### src/rtl/fp_pkg.sv
// Shared float32 constants and types for the fp arithmetic blocks.
// Latency: n/a (package).
// Backpressure: n/a (package).
package fp_pkg;

    localparam int EXP_W     = 8;
    localparam int FRAC_W    = 23;
    localparam int MANT_W    = FRAC_W + 1;   // mantissa with hidden one
    localparam int QUOT_W    = MANT_W + 1;   // quotient bits produced per divide
    localparam int DIV_ITERS = QUOT_W;       // one quotient bit per iteration
    localparam int EXP_BIAS  = 127;

    localparam logic [31:0] POS_INF    = 32'h7F80_0000;
    localparam logic [31:0] MAX_FINITE = 32'h7F7F_FFFF;

    typedef enum logic [1:0] {
        ST_IDLE = 2'd0,
        ST_CALC = 2'd1,
        ST_NORM = 2'd2,
        ST_DONE = 2'd3
    } div_state_e;

    // Denormals are flushed: a zero exponent field means the operand is zero.
    function automatic logic is_zero(input logic [EXP_W-1:0] exp_field);
        return (exp_field == '0);
    endfunction

endpackage

### src/rtl/fp_div_core.sv
// Restoring mantissa divider: one quotient bit per step, MSB first.
// Latency: DIV_ITERS steps after load; last flags the final step.
// Backpressure: none; the caller gates progress with step.
module fp_div_core
    import fp_pkg::*;
(
    input  logic              clk,
    input  logic              rst,
    input  logic              load,
    input  logic              step,
    input  logic [MANT_W-1:0] ma,
    input  logic [MANT_W-1:0] mb,
    output logic [QUOT_W-1:0] quot,
    output logic              last
);

    logic [QUOT_W-1:0] rem_q,  rem_d;
    logic [QUOT_W-1:0] quot_q, quot_d;
    logic [MANT_W-1:0] mb_q,   mb_d;
    logic [4:0]        cnt_q,  cnt_d;
    logic [QUOT_W-1:0] mb_ext;

    // Iteration state register.
    always_ff @(posedge clk) begin
        if (rst) begin
            rem_q  <= '0;
            quot_q <= '0;
            mb_q   <= '0;
            cnt_q  <= '0;
        end else begin
            rem_q  <= rem_d;
            quot_q <= quot_d;
            mb_q   <= mb_d;
            cnt_q  <= cnt_d;
        end
    end

    // Load operands or perform one compare/subtract/shift step.
    // The remainder always stays below 2*mb, so after the subtract or skip it
    // is below mb (< 2^24) and the left shift never loses a set bit.
    always_comb begin
        rem_d  = rem_q;
        quot_d = quot_q;
        mb_d   = mb_q;
        cnt_d  = cnt_q;
        mb_ext = {1'b0, mb_q};
        if (load) begin
            rem_d  = {1'b0, ma};
            quot_d = '0;
            mb_d   = mb;
            cnt_d  = '0;
        end else if (step) begin
            if (rem_q >= mb_ext) begin
                rem_d  = (rem_q - mb_ext) << 1;
                quot_d = {quot_q[QUOT_W-2:0], 1'b1};
            end else begin
                rem_d  = rem_q << 1;
                quot_d = {quot_q[QUOT_W-2:0], 1'b0};
            end
            cnt_d = cnt_q + 5'd1;
        end
    end

    // Outputs: quotient register and final-step indication.
    always_comb begin
        quot = quot_q;
        last = step && (cnt_q == 5'(DIV_ITERS - 1));
    end

endmodule

### src/rtl/fp_divide.sv
// Float32 divider (non-negative magnitudes, truncating, denormals flushed).
// Latency: fixed 27 cycles from accepted start to the done pulse.
// Backpressure: start is ignored while an operation is in flight; no queuing.
module fp_divide
    import fp_pkg::*;
(
    input  logic        clk,
    input  logic        rst,
    input  logic        start,
    input  logic [31:0] a,
    input  logic [31:0] b,
    output logic        busy,
    output logic        done,
    output logic [31:0] result,
    output logic        div_zero
);

    div_state_e        state_q, state_d;
    logic [EXP_W-1:0]  ea_q, ea_d;
    logic [EXP_W-1:0]  eb_q, eb_d;
    logic              a_zero_q, a_zero_d;
    logic              b_zero_q, b_zero_d;
    logic [31:0]       result_q, result_d;
    logic              div_zero_q, div_zero_d;

    logic              load;
    logic              step;
    logic              last;
    logic [QUOT_W-1:0] quot;
    logic signed [9:0] exp_s;
    logic [FRAC_W-1:0] frac;
    logic [31:0]       norm_res;
    logic              norm_dz;

    // Operand signs carry no meaning for these magnitudes.
    logic              sign_unused;
    assign sign_unused = a[31] ^ b[31];

    fp_div_core u_core (
        .clk  (clk),
        .rst  (rst),
        .load (load),
        .step (step),
        .ma   ({1'b1, a[FRAC_W-1:0]}),
        .mb   ({1'b1, b[FRAC_W-1:0]}),
        .quot (quot),
        .last (last)
    );

    // State and captured-operand registers.
    always_ff @(posedge clk) begin
        if (rst) begin
            state_q    <= ST_IDLE;
            ea_q       <= '0;
            eb_q       <= '0;
            a_zero_q   <= 1'b0;
            b_zero_q   <= 1'b0;
            result_q   <= '0;
            div_zero_q <= 1'b0;
        end else begin
            state_q    <= state_d;
            ea_q       <= ea_d;
            eb_q       <= eb_d;
            a_zero_q   <= a_zero_d;
            b_zero_q   <= b_zero_d;
            result_q   <= result_d;
            div_zero_q <= div_zero_d;
        end
    end

    // Next-state logic.
    always_comb begin
        state_d = state_q;
        case (state_q)
            ST_IDLE: if (start) state_d = ST_CALC;
            ST_CALC: if (last)  state_d = ST_NORM;
            ST_NORM: state_d = ST_DONE;
            ST_DONE: state_d = ST_IDLE;
            default: state_d = ST_IDLE;
        endcase
    end

    // FSM outputs and core controls.
    always_comb begin
        load = (state_q == ST_IDLE) && start;
        step = (state_q == ST_CALC);
        busy = (state_q == ST_CALC) || (state_q == ST_NORM);
        done = (state_q == ST_DONE);
    end

    // Capture exponents and zero classes when an operation is accepted.
    always_comb begin
        ea_d     = ea_q;
        eb_d     = eb_q;
        a_zero_d = a_zero_q;
        b_zero_d = b_zero_q;
        if (load) begin
            ea_d     = a[30:23];
            eb_d     = b[30:23];
            a_zero_d = is_zero(a[30:23]);
            b_zero_d = is_zero(b[30:23]);
        end
    end

    // Normalise the quotient, apply range limits and special cases.
    // q[24]=1 means the mantissa ratio is in [1,2); otherwise it is in [0.5,1)
    // and one extra quotient bit is consumed, costing one exponent step.
    always_comb begin
        exp_s = $signed({2'b00, ea_q}) - $signed({2'b00, eb_q})
              + (quot[QUOT_W-1] ? 10'sd127 : 10'sd126);
        frac  = quot[QUOT_W-1] ? quot[FRAC_W:1] : quot[FRAC_W-1:0];
        norm_dz = 1'b0;
        if (b_zero_q) begin
            norm_res = POS_INF;
            norm_dz  = 1'b1;
        end else if (a_zero_q) begin
            norm_res = '0;
        end else if (exp_s <= 10'sd0) begin
            norm_res = '0;
        end else if (exp_s >= 10'sd255) begin
            norm_res = MAX_FINITE;
        end else begin
            norm_res = {1'b0, exp_s[7:0], frac};
        end
    end

    // Result and flag update on the way into DONE, held afterwards.
    always_comb begin
        result_d   = result_q;
        div_zero_d = div_zero_q;
        if (state_q == ST_NORM) begin
            result_d   = norm_res;
            div_zero_d = norm_dz;
        end
    end

    assign result   = result_q;
    assign div_zero = div_zero_q;

endmodule

### config.mk
export PLATFORM = sky130hd
export DESIGN_NAME = fp_divide
export DESIGN_NICKNAME = d
export VERILOG_FILES = /design/src/rtl/fp_pkg.sv /design/src/rtl/fp_div_core.sv /design/src/rtl/fp_divide.sv
export SDC_FILE = /design/constraint.sdc
export NUM_CORES = 1
export LEC_CHECK = 0
export CAP_MARGIN = 10
export CORE_MARGIN = 5
export CORE_UTILIZATION = 56
export DETAILED_ROUTE_END_ITERATION = 6
export GPL_ROUTABILITY_DRIVEN = 0
export GPL_TIMING_DRIVEN = 0
export PLACE_DENSITY = 0.82
export SLEW_MARGIN = 20
export SYNTH_ARGS = -nofsm -noshare
export SYNTH_HDL_FRONTEND = slang
export SYNTH_HIERARCHICAL = 1
export SYNTH_SLANG_ARGS = --single-unit
### constraint.sdc
create_clock -name clk -period 3.63 [get_ports clk]
set_input_delay 0.726 -clock clk [delete_from_list [all_inputs] [get_ports clk]]
set_output_delay 0.726 -clock clk [all_outputs]
set_load 0.02 [all_outputs]
======== After elaboration in Yosys (flattened, before gate mapping) ========
Cells that the tools add are included.
operators by class
  order comparisons ....................... 3
  add/sub/neg operators ................... 4
  muxes and demuxes ....................... 14
  reductions and logical operators ........ 9
  equal/unequal tests ..................... 6
operators by type and width
  kind                                                             count
  2-to-1 mux 31 bit                                                4
  2-to-1 mux 24 bit                                                2
  >= comparator 25 x 24 -> 1 bit                                   1
  2-to-1 mux 25 bit                                                1
  subtractor 24 bit                                                1
  2-to-1 mux 23 bit                                                1
  zero test 8 bit                                                  2
  adder 9 x 8 -> 10 bit                                            1
  >= comparator 10 x 9 -> 1 bit, second input constant             1
  less-or-equal comparator 10 x 1 -> 1 bit, second input constant  1
  subtractor 8 x 8 -> 9 bit                                        1
  one-hot mux 2 bit (4 select lines)                               1
  adder 5 x 1 -> 5 bit, second input constant                      1
  == test 5 bit, second input constant                             1
  == test 2 bit, second input constant                             2
  2-to-1 mux 2 bit                                                 2
  != test 2 bit, second input constant                             2
  2-to-1 mux 1 bit                                                 3
  == test 2 x 1 -> 1 bit, second input constant                    1
  logical AND 1 bit                                                2
  zero test 2 bit                                                  1
  AND reduction 2 bit                                              1
  nonzero test 2 bit                                               1
  OR reduction 2 bit                                               1
  logical OR 1 bit                                                 1
storage, ports and cells
  logic and storage cells ................. 48
  register bits after elaboration ......... 132
  input port bits ......................... 67
  output and inout bits ................... 35

======== Longest topological paths before layout ========
  depth after elaboration ................. 7
  mapped depth ............................ 14
  depth with buffers taken out ............ 13

======== By module ========
Netlist, hierarchy kept.
by module, submodules not included
  module       instances  cells each  area each (sq um)  seq. area each (sq um)
  fp_div_core  1          534         4,558.1            1,581.5
  fp_divide    1          333         3,163.0            1,041.0

======== Worst setup path before layout ========
No wires, ideal clock.
  kind .................................... register to register
  start ................................... register ea_q[0]
  end ..................................... register result_q[24] (netlist: result[24])
  arrival ................................. 2.899 ns
  stages on the path, launching flop included .. 14
  setup time .............................. 0.079 ns
  setup slack ............................. 0.651 ns
  data required time ...................... 3.551 ns
  period minus slack after synthesis ...... 2.979 ns
  path buffers ............................ 1
  path through ............................ dfxtp_1 inv_1 ha_1 inv_1 fa_1 a21o_1 a221oi_2 xnor2_2 nor4b_1 and4bb_1 o21ai_4 and2_1 buf_2 a211oi_2
between the ends
  longest elaborated chain between the ends .. 7
  elaborated cells on any way between the ends .. 8
  those cells by class .................... 2 x add/sub; 2 x order compare; 4 x mux
ends and longest elaborated chain
  item                           RTL line          text
  from (decl)                    fp_divide.sv:19   logic [EXP_W-1:0] ea_q, ea_d;
  from (signal assigned)         fp_divide.sv:54   ea_q <= '0;
  from (signal assigned)         fp_divide.sv:62   ea_q <= ea_d;
  subtractor 8 x 8 -> 9 bit (*)  fp_divide.sv:109  exp_s = $signed({2'b00, ea_q}) - $signed({2'b00, eb_q})
  adder 9 x 8 -> 10 bit (*)      fp_divide.sv:110  + (quot[QUOT_W-1] ? 10'sd127 : 10'sd126);
  >= comparator 10 x 9 -> 1 bit  fp_divide.sv:120  end else if (exp_s >= 10'sd255) begin
  2-to-1 mux 31 bit              fp_divide.sv:120
  2-to-1 mux 31 bit (*)          fp_divide.sv:118  end else if (exp_s <= 10'sd0) begin
  2-to-1 mux 31 bit (*)          fp_divide.sv:116  end else if (a_zero_q) begin
  2-to-1 mux 31 bit (*)          fp_divide.sv:113  if (b_zero_q) begin
  to (signal assigned)           fp_divide.sv:66   result_q <= result_d;
  to (decl)                      fp_divide.sv:23   logic [31:0] result_q, result_d;
Mark *: on every way between the ends. The rest lies on a longest branch, timed or not.
A chain may end at the register's enable or synchronous reset.

======== Worst setup path after layout ========
  start ................................... register ea_q[0]
  end ..................................... register result_q[0] (netlist: result[0])
The elaborated chain is that of the path after synthesis.

==> out/qor.yml <==
drive_gt1_share_pct: 10.1
firstDrtPassIters: 5
clock_sinks: 131
wl_um: 18800
drc: 0
p_leak_nw: 3.84
path_class: "flop to flop"
finalCriticalPeriod_ps: 3380
hold_start: "eb_q[4]"
async_reset_ff_share_pct: 0
drv_cap: 0
powerDensity_nw_per_um2: 1030
detail_route.vias_per_cell: 5.68
grt_usage_pct: 23.6
synth-edff-count: 0
die_w_um: 127
start_util_pct: 56.3
synth.top_cell.area_share_pct: 34.0
overflow: 0
antennaDiodeCount: 0
yosysWarnings: 6
place_inst: 1146
dr_total_vias: 6684
cts.clk_slew.worst_paths_ps: 60
setup_ws_ps: 249
synth_area_per_cell_um2: 8.91
ys_types: 81
die_h_um: 127
clk_latency_ps: 420
synth_top_area_cell: "dfxtp_1"
r2r_cells: 13
post-route-period-util_pct: 93.1
relSlewSlack_pct: 48.6
syn2layout_area_growth_pct: 23.5
ir_drop_v: 0.000451
yosys_register_bits: 131
io_pins: 102
grt_pass1_vias: 6490
rsz0062_at_grt: "false"
routedWlPerCell_um: 16.0
postRouteAntennaNets: 0
grt_max_degree: 17
status: "completed"
fmax_mhz: 296
ys_seq_area_share_pct: 34.0
postCtsHoldBufs: 0
synth.most_common_cell: "dfxtp_1"
ys_top_cells_by_area: "dfxtp_1 34%, mux2i_1 12%, ha_1 6.6%, nor2_1 4.6%, a21oi_1 4.0%"
clk_root_buffer_cell: "clkbuf_16"
dp_slack_ps: -244
r2r_end: "result[0]"
ys.flop_type: "dfxtp_1"
die_area_um2: 16200
synth_common_cells: "131 x dfxtp_1, 95 x nor2_1, 92 x mux2i_1"
grt_antenna_before_repair: 0
start_kind: "flop"
hold_depth: 2
maxSlewViolCount: 0
worstSetupEndpointType: "flop"
first_iter_violations: 445
portBuffers: 98
rows: 43
cts_tree: "built"
r2r_slack_ps: 250
place_hpwl_um: 13600
setup_viol: 0
hold_class: "flop to flop"
fin_cells: 1177
core_area_um2: 13700
synthCells: 867
grt_pass1_wl_um: 31200
cts_buffer_depth: 2
finClkSkew_ps: 6.43
tightest_slew_ps: 771
worstPathMaxFanout: 10
syn_area_um2: 7720
hold_violations: 0
num-nets-final: 1095
critPathArrivalTime_ps: 3690
tritoncts.num_buffers: 17
critical_path_required_ps: 3940
htreeDepth: 4
r2r_start: "ea_q[0]"
whs_endpoint: "eb_q[4]"
-- worst max-delay path: stages, from the launching register on --
cell and delay, ps:
dfxtp_1 310, inv_1 60, ha_1 160, inv_1 60, fa_1 430, a21o_1 220, a221oi_2 340, xnor2_2 200
nor4b_1 510, a21oi_1 200, o21ai_4 280, clkbuf_8 250, nand3_2 70, a22o_1 170
-- repair_timing --
action                     4_1_cts  5_1_grt
resized for setup                0        6
buffers inserted                 0        0
setup endpoints to repair        0       21
-- worst max path at each step --
stage	end	startpoint	cells past startpoint	slack [ps]
after global placement	u_core/mb_q[11]	start	9	-230
after CTS	u_core/mb_q[12]	start	9	170
after global routing	u_core/rem_q[21]	start	11	80
after floorplan	result[24]	ea_q[0]	13	650
after detailed placement	u_core/mb_q[12]	start	9	-240
final	result[0]	ea_q[0]	13	250
-- where the power goes --
group / internal [mW] / switching [mW]
logic: 2.59 / 3.49
clock network: 1.10 / 0.649
registers: 1.75 / 0.216
total: 5.44 / 4.36
-- through the flow --
| stage | utilization [%] | setup TNS [ps] | hold slack, ps | area (µm²) | power, mW |
|---|---|---|---|---|---|
| detailed placement | 65.1 | -6350 | 450 | 8930 | 7.92 |
| finish | 69.5 | 0 | 456 | 9540 | 9.80 |
| floorplan | - | 0 | 436 | 7720 | 6.67 |
| CTS | 69.5 | 0 | 458 | 9530 | 9.74 |
| global route | 69.5 | 0 | 477 | 9540 | 10.5 |
| global placement | 65.1 | -5320 | 444 | 8930 | 7.82 |
-- routing by layer --
metal  share of wire [%]  global-route usage (%)  wire (µm)
met4                 3.2                    10.5        603
met2                  45                    37.2       8490
met3                 6.1                    5.60       1160
met5                   0                       0          0
met1                  46                    30.9       8580
-- flip-flops by register name (all words and copies together) (netlist names), 2 cells and up --
register / count
u_core/quot: 25
u_core/mb_q: 24
ea_q: 8
result: 31
state_q: 2
u_core/cnt_q: 5
eb_q: 8
u_core/rem_q: 25
-- cells by family (layout without fill, tap and decap cells) --
family,after synthesis,after routing,share of synthesized area [%]
adder cells (fa/ha/maj),43,43,7.16
buffers and inverters,105,234,6.34
flip-flops,131,131,34.0
AND/OR/NAND/NOR,268,268,17.4
XOR/XNOR,34,34,4.39
other,2,3,0.0973
AO/OA/AOI/OAI,192,192,18.8
multiplexers,92,92,11.9
-- layout by cell type, fill, tap and decap left out, types with 4 or more instances in the layout --
master             n
ha_1              41
nand3_1           12
a211oi_1           5
inv_1             56
nor2b_1            9
xnor2_1           16
nor4_1             8
nand3_2           19
clkdlybuf4s50_1   98
xor2_1            14
o21ai_0           13
o22ai_1            4
buf_6              4
clkbuf_1          28
a31oi_1            4
clkbuf_2           5
a21oi_1           61
a21o_1            11
mux2i_1           92
or2_2              5
nor3_1            12
a22o_1            23
nor2_1            95
a2111oi_0          4
clkinvlp_4         5
a211o_1           12
nand4_1            5
clkbuf_16         17
nand2b_1           7
a211oi_2           6
nand2_1           75
o211ai_1           5
dfxtp_1          131
-- layout make-up --
type	count	area, µm²
multi-input combinational	632	4610
timing repair buffer	98	981
sequential	131	2620
buffer	48	280
clock inverter	11	154
inverter	57	214
clock buffer	20	447
tap	180	225
fill	1087	4180
Note: power is estimated with default switching activity, not from simulation.
